$ cat config.mk
export PLATFORM = sky130hd
export DESIGN_NAME = ps2_host_tx_flat
export DESIGN_NICKNAME = d
export VERILOG_FILES = /design/src/rtl/blackjack_ps2_pkg.sv /design/src/rtl/ps2_host_tx_if.sv /design/src/rtl/ps2_sync_edge.sv /design/src/rtl/ps2_host_tx.sv /design/src/flat_wrapper.sv
export SDC_FILE = /design/constraint.sdc
export NUM_CORES = 1
export LEC_CHECK = 0
export BUFFER_PORTS_ARGS = -buffer_cell sky130_fd_sc_hd__buf_2
export CAP_MARGIN = 20
export CORE_ASPECT_RATIO = 0.5
export CORE_MARGIN = 3
export CORE_UTILIZATION = 56
export DETAILED_ROUTE_END_ITERATION = 6
export HOLD_SLACK_MARGIN = 0.02
export MAX_ROUTING_LAYER = met4
export PLACE_DENSITY = 0.75
export SLEW_MARGIN = 30
export SYNTH_ARGS = -nofsm -noshare
export SYNTH_HDL_FRONTEND = slang
export SYNTH_HIERARCHICAL = 1
export SYNTH_SLANG_ARGS = --single-unit
$ cat constraint.sdc
create_clock -name CLOCK_50 -period 4.3 [get_ports CLOCK_50]
set_input_delay 0.215 -clock CLOCK_50 [delete_from_list [all_inputs] [get_ports CLOCK_50]]
set_output_delay 0.215 -clock CLOCK_50 [all_outputs]
set_load 0.005 [all_outputs]
$ cat src/rtl/blackjack_ps2_pkg.sv
// Shared PS/2 definitions for the blackjack keyboard path: transmitter state encoding,
// keyboard command bytes and the frame parity helper.
package blackjack_ps2_pkg;

  typedef enum logic [2:0] {
    ST_IDLE      = 3'd0,
    ST_INHIBIT   = 3'd1,
    ST_SEND      = 3'd2,
    ST_ACK       = 3'd3,
    ST_WAIT_IDLE = 3'd4,
    ST_DONE      = 3'd5,
    ST_ERR       = 3'd6
  } ps2_tx_state_e;

  localparam logic [7:0] PS2_CMD_SET_LEDS = 8'hED;
  localparam logic [7:0] PS2_CMD_RESET    = 8'hFF;
  localparam logic [7:0] PS2_CMD_ENABLE   = 8'hF4;
  localparam logic [7:0] PS2_ACK_BYTE     = 8'hFA;

  // PS/2 frames carry odd parity: the parity bit makes the total count of ones odd.
  function automatic logic odd_parity(input logic [7:0] d);
    return ~^d;
  endfunction

endpackage

$ cat src/rtl/ps2_host_tx_if.sv
// Command handshake between the blackjack controller (master) and the PS/2 transmitter (slave).
interface ps2_host_tx_if;
  logic [7:0] tx_data;
  logic       tx_valid;
  logic       tx_ready;
  logic       busy;
  logic       tx_done;
  logic       tx_error;

  modport master (output tx_data, tx_valid, input tx_ready, busy, tx_done, tx_error);
  modport slave  (input tx_data, tx_valid, output tx_ready, busy, tx_done, tx_error);
endinterface

$ cat src/rtl/ps2_sync_edge.sv
// Synchronizes one raw PS/2 line and flags its falling edge with a one-cycle pulse.
module ps2_sync_edge #(
  parameter int SYNC_STAGES = 2
) (
  input  logic clk,
  input  logic rst_n,
  input  logic d_in,
  output logic level,
  output logic fall
);

  logic [SYNC_STAGES-1:0] sync_q, sync_d;
  logic                   prev_q, prev_d;

  always_comb begin
    sync_d = {sync_q[SYNC_STAGES-2:0], d_in};
    prev_d = sync_q[SYNC_STAGES-1];
  end

  // Idle PS/2 lines are pulled high, so reset to 1 to avoid a false edge.
  always_ff @(posedge clk or negedge rst_n) begin
    if (!rst_n) begin
      sync_q <= '1;
      prev_q <= 1'b1;
    end else begin
      sync_q <= sync_d;
      prev_q <= prev_d;
    end
  end

  assign level = sync_q[SYNC_STAGES-1];
  assign fall  = prev_q & ~sync_q[SYNC_STAGES-1];

endmodule

$ cat src/rtl/ps2_host_tx.sv
// Host-to-device PS/2 transmitter: inhibits the bus, clocks one command byte out against
// the device clock and checks the device ACK. Lines are driven only as pull-low enables.
module ps2_host_tx
  import blackjack_ps2_pkg::*;
#(
  parameter int INHIBIT_CYCLES = 6000,
  parameter int TIMEOUT_CYCLES = 750000,
  parameter int SYNC_STAGES    = 2
) (
  input  logic           CLOCK_50,
  input  logic           rst_n,
  ps2_host_tx_if.slave   tx_if,
  input  logic           ps2_clk_in,
  input  logic           ps2_dat_in,
  output logic           ps2_clk_oe,
  output logic           ps2_dat_oe
);

  localparam int          INH_W         = (INHIBIT_CYCLES > 1) ? $clog2(INHIBIT_CYCLES) : 1;
  localparam logic [19:0] TIMEOUT_LIMIT = 20'(TIMEOUT_CYCLES);

  ps2_tx_state_e    state_q, state_d;
  logic [7:0]       data_q, data_d;
  logic             par_q, par_d;
  logic [3:0]       bit_cnt_q, bit_cnt_d;
  logic [INH_W-1:0] inh_cnt_q, inh_cnt_d;
  logic [19:0]      to_cnt_q, to_cnt_d;
  logic             clk_oe_q, clk_oe_d, dat_oe_q, dat_oe_d;
  logic             ready_q, ready_d, busy_q, busy_d, done_q, done_d, err_q, err_d;
  logic             clk_s, clk_fall_s, dat_s, dat_fall_s, timeout_s;

  ps2_sync_edge #(.SYNC_STAGES(SYNC_STAGES)) u_clk_sync (
    .clk(CLOCK_50), .rst_n(rst_n), .d_in(ps2_clk_in), .level(clk_s), .fall(clk_fall_s)
  );
  ps2_sync_edge #(.SYNC_STAGES(SYNC_STAGES)) u_dat_sync (
    .clk(CLOCK_50), .rst_n(rst_n), .d_in(ps2_dat_in), .level(dat_s), .fall(dat_fall_s)
  );

  always_comb begin
    state_d   = state_q;
    data_d    = data_q;
    par_d     = par_q;
    bit_cnt_d = bit_cnt_q;
    inh_cnt_d = inh_cnt_q;
    clk_oe_d  = clk_oe_q;
    dat_oe_d  = dat_oe_q;
    timeout_s = (to_cnt_q == TIMEOUT_LIMIT);
    case (state_q)
      ST_IDLE: begin
        clk_oe_d = 1'b0;
        dat_oe_d = 1'b0;
        if (tx_if.tx_valid) begin
          data_d    = tx_if.tx_data;
          par_d     = odd_parity(tx_if.tx_data);
          bit_cnt_d = 4'd0;
          inh_cnt_d = '0;
          clk_oe_d  = 1'b1;
          state_d   = ST_INHIBIT;
        end
      end
      ST_INHIBIT: begin
        inh_cnt_d = inh_cnt_q + INH_W'(1);
        // Start bit goes out in the last inhibit cycle, before the clock is released.
        if (inh_cnt_q == INH_W'(INHIBIT_CYCLES - 2)) begin
          dat_oe_d = 1'b1;
        end
        if (inh_cnt_q == INH_W'(INHIBIT_CYCLES - 1)) begin
          clk_oe_d = 1'b0;
          state_d  = ST_SEND;
        end
      end
      ST_SEND: begin
        if (clk_fall_s) begin
          bit_cnt_d = bit_cnt_q + 4'd1;
          if (bit_cnt_q < 4'd8) begin
            dat_oe_d = ~data_q[bit_cnt_q[2:0]];
          end else if (bit_cnt_q == 4'd8) begin
            dat_oe_d = ~par_q;
          end else begin
            dat_oe_d = 1'b0;
            state_d  = ST_ACK;
          end
        end else if (timeout_s) begin
          clk_oe_d = 1'b0;
          dat_oe_d = 1'b0;
          state_d  = ST_ERR;
        end
      end
      ST_ACK: begin
        if (clk_fall_s) begin
          bit_cnt_d = bit_cnt_q + 4'd1;
          state_d   = dat_s ? ST_ERR : ST_WAIT_IDLE;
        end else if (timeout_s) begin
          state_d = ST_ERR;
        end
      end
      ST_WAIT_IDLE: begin
        if (clk_s && dat_s) begin
          state_d = ST_DONE;
        end else if (timeout_s) begin
          state_d = ST_ERR;
        end
      end
      ST_DONE: begin
        state_d = ST_IDLE;
      end
      ST_ERR: begin
        clk_oe_d = 1'b0;
        dat_oe_d = 1'b0;
        state_d  = ST_IDLE;
      end
      default: begin
        clk_oe_d = 1'b0;
        dat_oe_d = 1'b0;
        state_d  = ST_IDLE;
      end
    endcase
    // Watchdog restarts on every device clock fall and on every state change.
    to_cnt_d = (clk_fall_s || (state_d != state_q)) ? 20'd0 : to_cnt_q + 20'd1;
    ready_d  = (state_d == ST_IDLE);
    busy_d   = (state_d != ST_IDLE);
    done_d   = (state_d == ST_DONE);
    err_d    = (state_d == ST_ERR);
  end

  always_ff @(posedge CLOCK_50 or negedge rst_n) begin
    if (!rst_n) begin
      state_q   <= ST_IDLE;
      data_q    <= 8'h00;
      par_q     <= 1'b0;
      bit_cnt_q <= 4'd0;
      inh_cnt_q <= '0;
      to_cnt_q  <= 20'd0;
      clk_oe_q  <= 1'b0;
      dat_oe_q  <= 1'b0;
      ready_q   <= 1'b1;
      busy_q    <= 1'b0;
      done_q    <= 1'b0;
      err_q     <= 1'b0;
    end else begin
      state_q   <= state_d;
      data_q    <= data_d;
      par_q     <= par_d;
      bit_cnt_q <= bit_cnt_d;
      inh_cnt_q <= inh_cnt_d;
      to_cnt_q  <= to_cnt_d;
      clk_oe_q  <= clk_oe_d;
      dat_oe_q  <= dat_oe_d;
      ready_q   <= ready_d;
      busy_q    <= busy_d;
      done_q    <= done_d;
      err_q     <= err_d;
    end
  end

  assign tx_if.tx_ready = ready_q;
  assign tx_if.busy     = busy_q;
  assign tx_if.tx_done  = done_q;
  assign tx_if.tx_error = err_q;
  assign ps2_clk_oe     = clk_oe_q;
  assign ps2_dat_oe     = dat_oe_q;

endmodule
$ cat src/flat_wrapper.sv
// flat-port wrapper written by rule: the top's interface ports become plain ports
module ps2_host_tx_flat import blackjack_ps2_pkg::*;
#(
  parameter int INHIBIT_CYCLES = 6000,
  parameter int TIMEOUT_CYCLES = 750000,
  parameter int SYNC_STAGES    = 2
)
  (CLOCK_50, rst_n, ps2_clk_in, ps2_dat_in, ps2_clk_oe, ps2_dat_oe, tx_if_tx_data, tx_if_tx_valid, tx_if_tx_ready, tx_if_busy, tx_if_tx_done, tx_if_tx_error);
  ps2_host_tx_if tx_if_i ();
  input  logic CLOCK_50;
  input  logic rst_n;
  input  logic ps2_clk_in;
  input  logic ps2_dat_in;
  output logic ps2_clk_oe;
  output logic ps2_dat_oe;
  input wire logic [$bits(tx_if_i.tx_data)-1:0] tx_if_tx_data;
  input wire logic [$bits(tx_if_i.tx_valid)-1:0] tx_if_tx_valid;
  output wire logic [$bits(tx_if_i.tx_ready)-1:0] tx_if_tx_ready;
  output wire logic [$bits(tx_if_i.busy)-1:0] tx_if_busy;
  output wire logic [$bits(tx_if_i.tx_done)-1:0] tx_if_tx_done;
  output wire logic [$bits(tx_if_i.tx_error)-1:0] tx_if_tx_error;
  assign tx_if_i.tx_data = tx_if_tx_data;
  assign tx_if_i.tx_valid = tx_if_tx_valid;
  assign tx_if_tx_ready = tx_if_i.tx_ready;
  assign tx_if_busy = tx_if_i.busy;
  assign tx_if_tx_done = tx_if_i.tx_done;
  assign tx_if_tx_error = tx_if_i.tx_error;
  ps2_host_tx #(.INHIBIT_CYCLES(INHIBIT_CYCLES), .TIMEOUT_CYCLES(TIMEOUT_CYCLES), .SYNC_STAGES(SYNC_STAGES)) u_core (.CLOCK_50(CLOCK_50), .rst_n(rst_n), .tx_if(tx_if_i), .ps2_clk_in(ps2_clk_in), .ps2_dat_in(ps2_dat_in), .ps2_clk_oe(ps2_clk_oe), .ps2_dat_oe(ps2_dat_oe));
endmodule
==> out/qor.txt <==
outcome - completed
vias - 2438
Buffers on Ports - 18
Final Setup Violations - 0
GRT overflow - 0
core area - 5160 um^2
clk buf depth - 2
post-layout util - 66.7%
WP data required - 4.50 ns
drt pass-1 iters - 5
multi-input logic area - 1480 um^2
Setup Skew - 0.00920 ns
Ys Warns - 6
most common cell after layout, fill and taps aside - dfrtp_1
final HPWL from detailed placement - 4450 um
critical path type - reg2reg
die area - 6570 um^2
Reg2Reg Capture Point - u_core/to_cnt_q[10]
startpoint types - flip-flop
Tcrit/Tclk final - 61.9%
die width - 112 um
post-cts resize count - 0
Avg WL per Cell - 15.2 um
peak fanout along the critical path - 20
VDD IR max - 0.000269 V
Tot Pwr - 1.21 mW
Fin Hold WS - 0.0173 ns
routability cong. - 0.885
Residual DRC - 0
drt total wl - 6410 um
most frequent cells in the layout - dfrtp_1 (54), nand2_1 (52), nor2_1 (35)
Die Ht - 58.8 um
fin nets - 366
sinks on the clock net - 60
Worst slew margin - 47.7%
Layout area overhead - 10.1%
Syn Area/Cell - 9.59 um^2
Slew Viols, Final - 0
Tmin final - 2.66 ns
WP data arrival - 2.87 ns
clock root cell - clkbuf_8
RSZ-0062 raised after global routing - false
vias in the first global route - 2305
worst r2r path cells - 5
layout cell share with drive strength beyond 1 - 13.9%
Final Cell Area - 3440 um^2
first-pass GRT wire length - 10800 um
register area - 1510 um^2
final hold viol count - 0
fill count - 435
PD cells - 351 nW/um^2
Max-cap violations - 0
Detail Route Antenna Nets - 0
H-tree depth - 3
r2r setup slk - 1.64 ns
Leak - 1.56 nW
CTS tree - yes
CTS buffer count - 9
largest net degree at the start of global routing - 61
worst hold path class - in2async
FMAX - 375 MHz
starting density of the core - 60.6%
endpoint class of the critical path - flip-flop
Clock transition at path regs - 0.07 ns
Ant. Diodes - 0
hold buffer count at cts - 2
post-DR vias/cell - 5.78
Syn Inst Count - 326
Syn Std Cell Area - 3130 um^2
RR Startpoint - u_core/state_q[0]
num rows - 18
DR iter-0 viols - 175
syn_nets - 345
worst skew pair latency - 0.35 ns
total placed instance area - 3220 um^2
Fin Setup TNS - 0 ns
worst-margin pin slew - 0.781 ns
setup bufs post-CTS - 0
initial antenna violation count - 0
Boundary Pins - 19
gr usage total - 22.0%
[sequential cells by signal, indices dropped and copies added, names as in the netlist, 2 cells and up]
name,count
u_core/to_cnt_q,20
u_core/u_dat_sync/sync_q,2
u_core/data_q,8
u_core/u_clk_sync/sync_q,2
u_core/bit_cnt_q,4
u_core/state_q,3
u_core/inh_cnt_q,13
[cell type report]
| cell class | instances | share of cell area (%) |
|---|---|---|
| timing repair buffer | 22 | 3.64 |
| clock buffer | 14 | 4.73 |
| multi-input combinational | 242 | 42.9 |
| sequential | 60 | 43.8 |
| inverter | 12 | 1.31 |
| tap | 70 | 2.54 |
| clock inverter | 2 | 1.02 |
[how the worst max path moves through the flow]
stage | from | end | slack, ns | cells past startpoint
final | u_core/state_q[0] | u_core/to_cnt_q[10] | 1.64 | 5
after CTS | u_core/state_q[0] | u_core/to_cnt_q[10] | 1.68 | 5
after detailed placement | u_core/state_q[0] | u_core/to_cnt_q[9] | 1.71 | 5
after global placement | u_core/state_q[2] | u_core/to_cnt_q[6] | 1.83 | 5
after floorplan | u_core/u_clk_sync/sync_q[1] | u_core/to_cnt_q[10] | 2.47 | 8
after global routing | u_core/state_q[0] | u_core/to_cnt_q[18] | 1.41 | 5
[power breakdown]
part | internal [mW] | total, mW | switching, mW
Sequential | 0.589 | 0.615 | 0.0264
Combinational | 0.0372 | 0.0820 | 0.0449
Clock | 0.299 | 0.511 | 0.212
[layer usage]
metal | wire length (um) | up-vias | GRT usage [%]
li1 | - | 1185 | -
met1 | 2950 | 1183 | 26.6
met2 | 2970 | 63 | 33.2
met3 | 420 | 7 | 10.3
met4 | 68 | 0 | 7.11
met5 | 0 | - | -
[per-stage QoR]
stage	instances	worst slack, ns
after floorplan	326	2.47
after global placement	404	1.83
after detailed placement	404	1.71
after CTS	422	1.68
after global routing	422	1.41
final	422	1.64
[worst max-delay path, cell delays in order (launching register included)]
cell and delay [ns]:
dfrtp_1 0.57, nor3b_2 0.72, nand2_1 0.24, o211ai_1 0.25, a221o_1 0.60, nor2_1 0.12
Note: power is estimated with default switching activity, not from simulation.
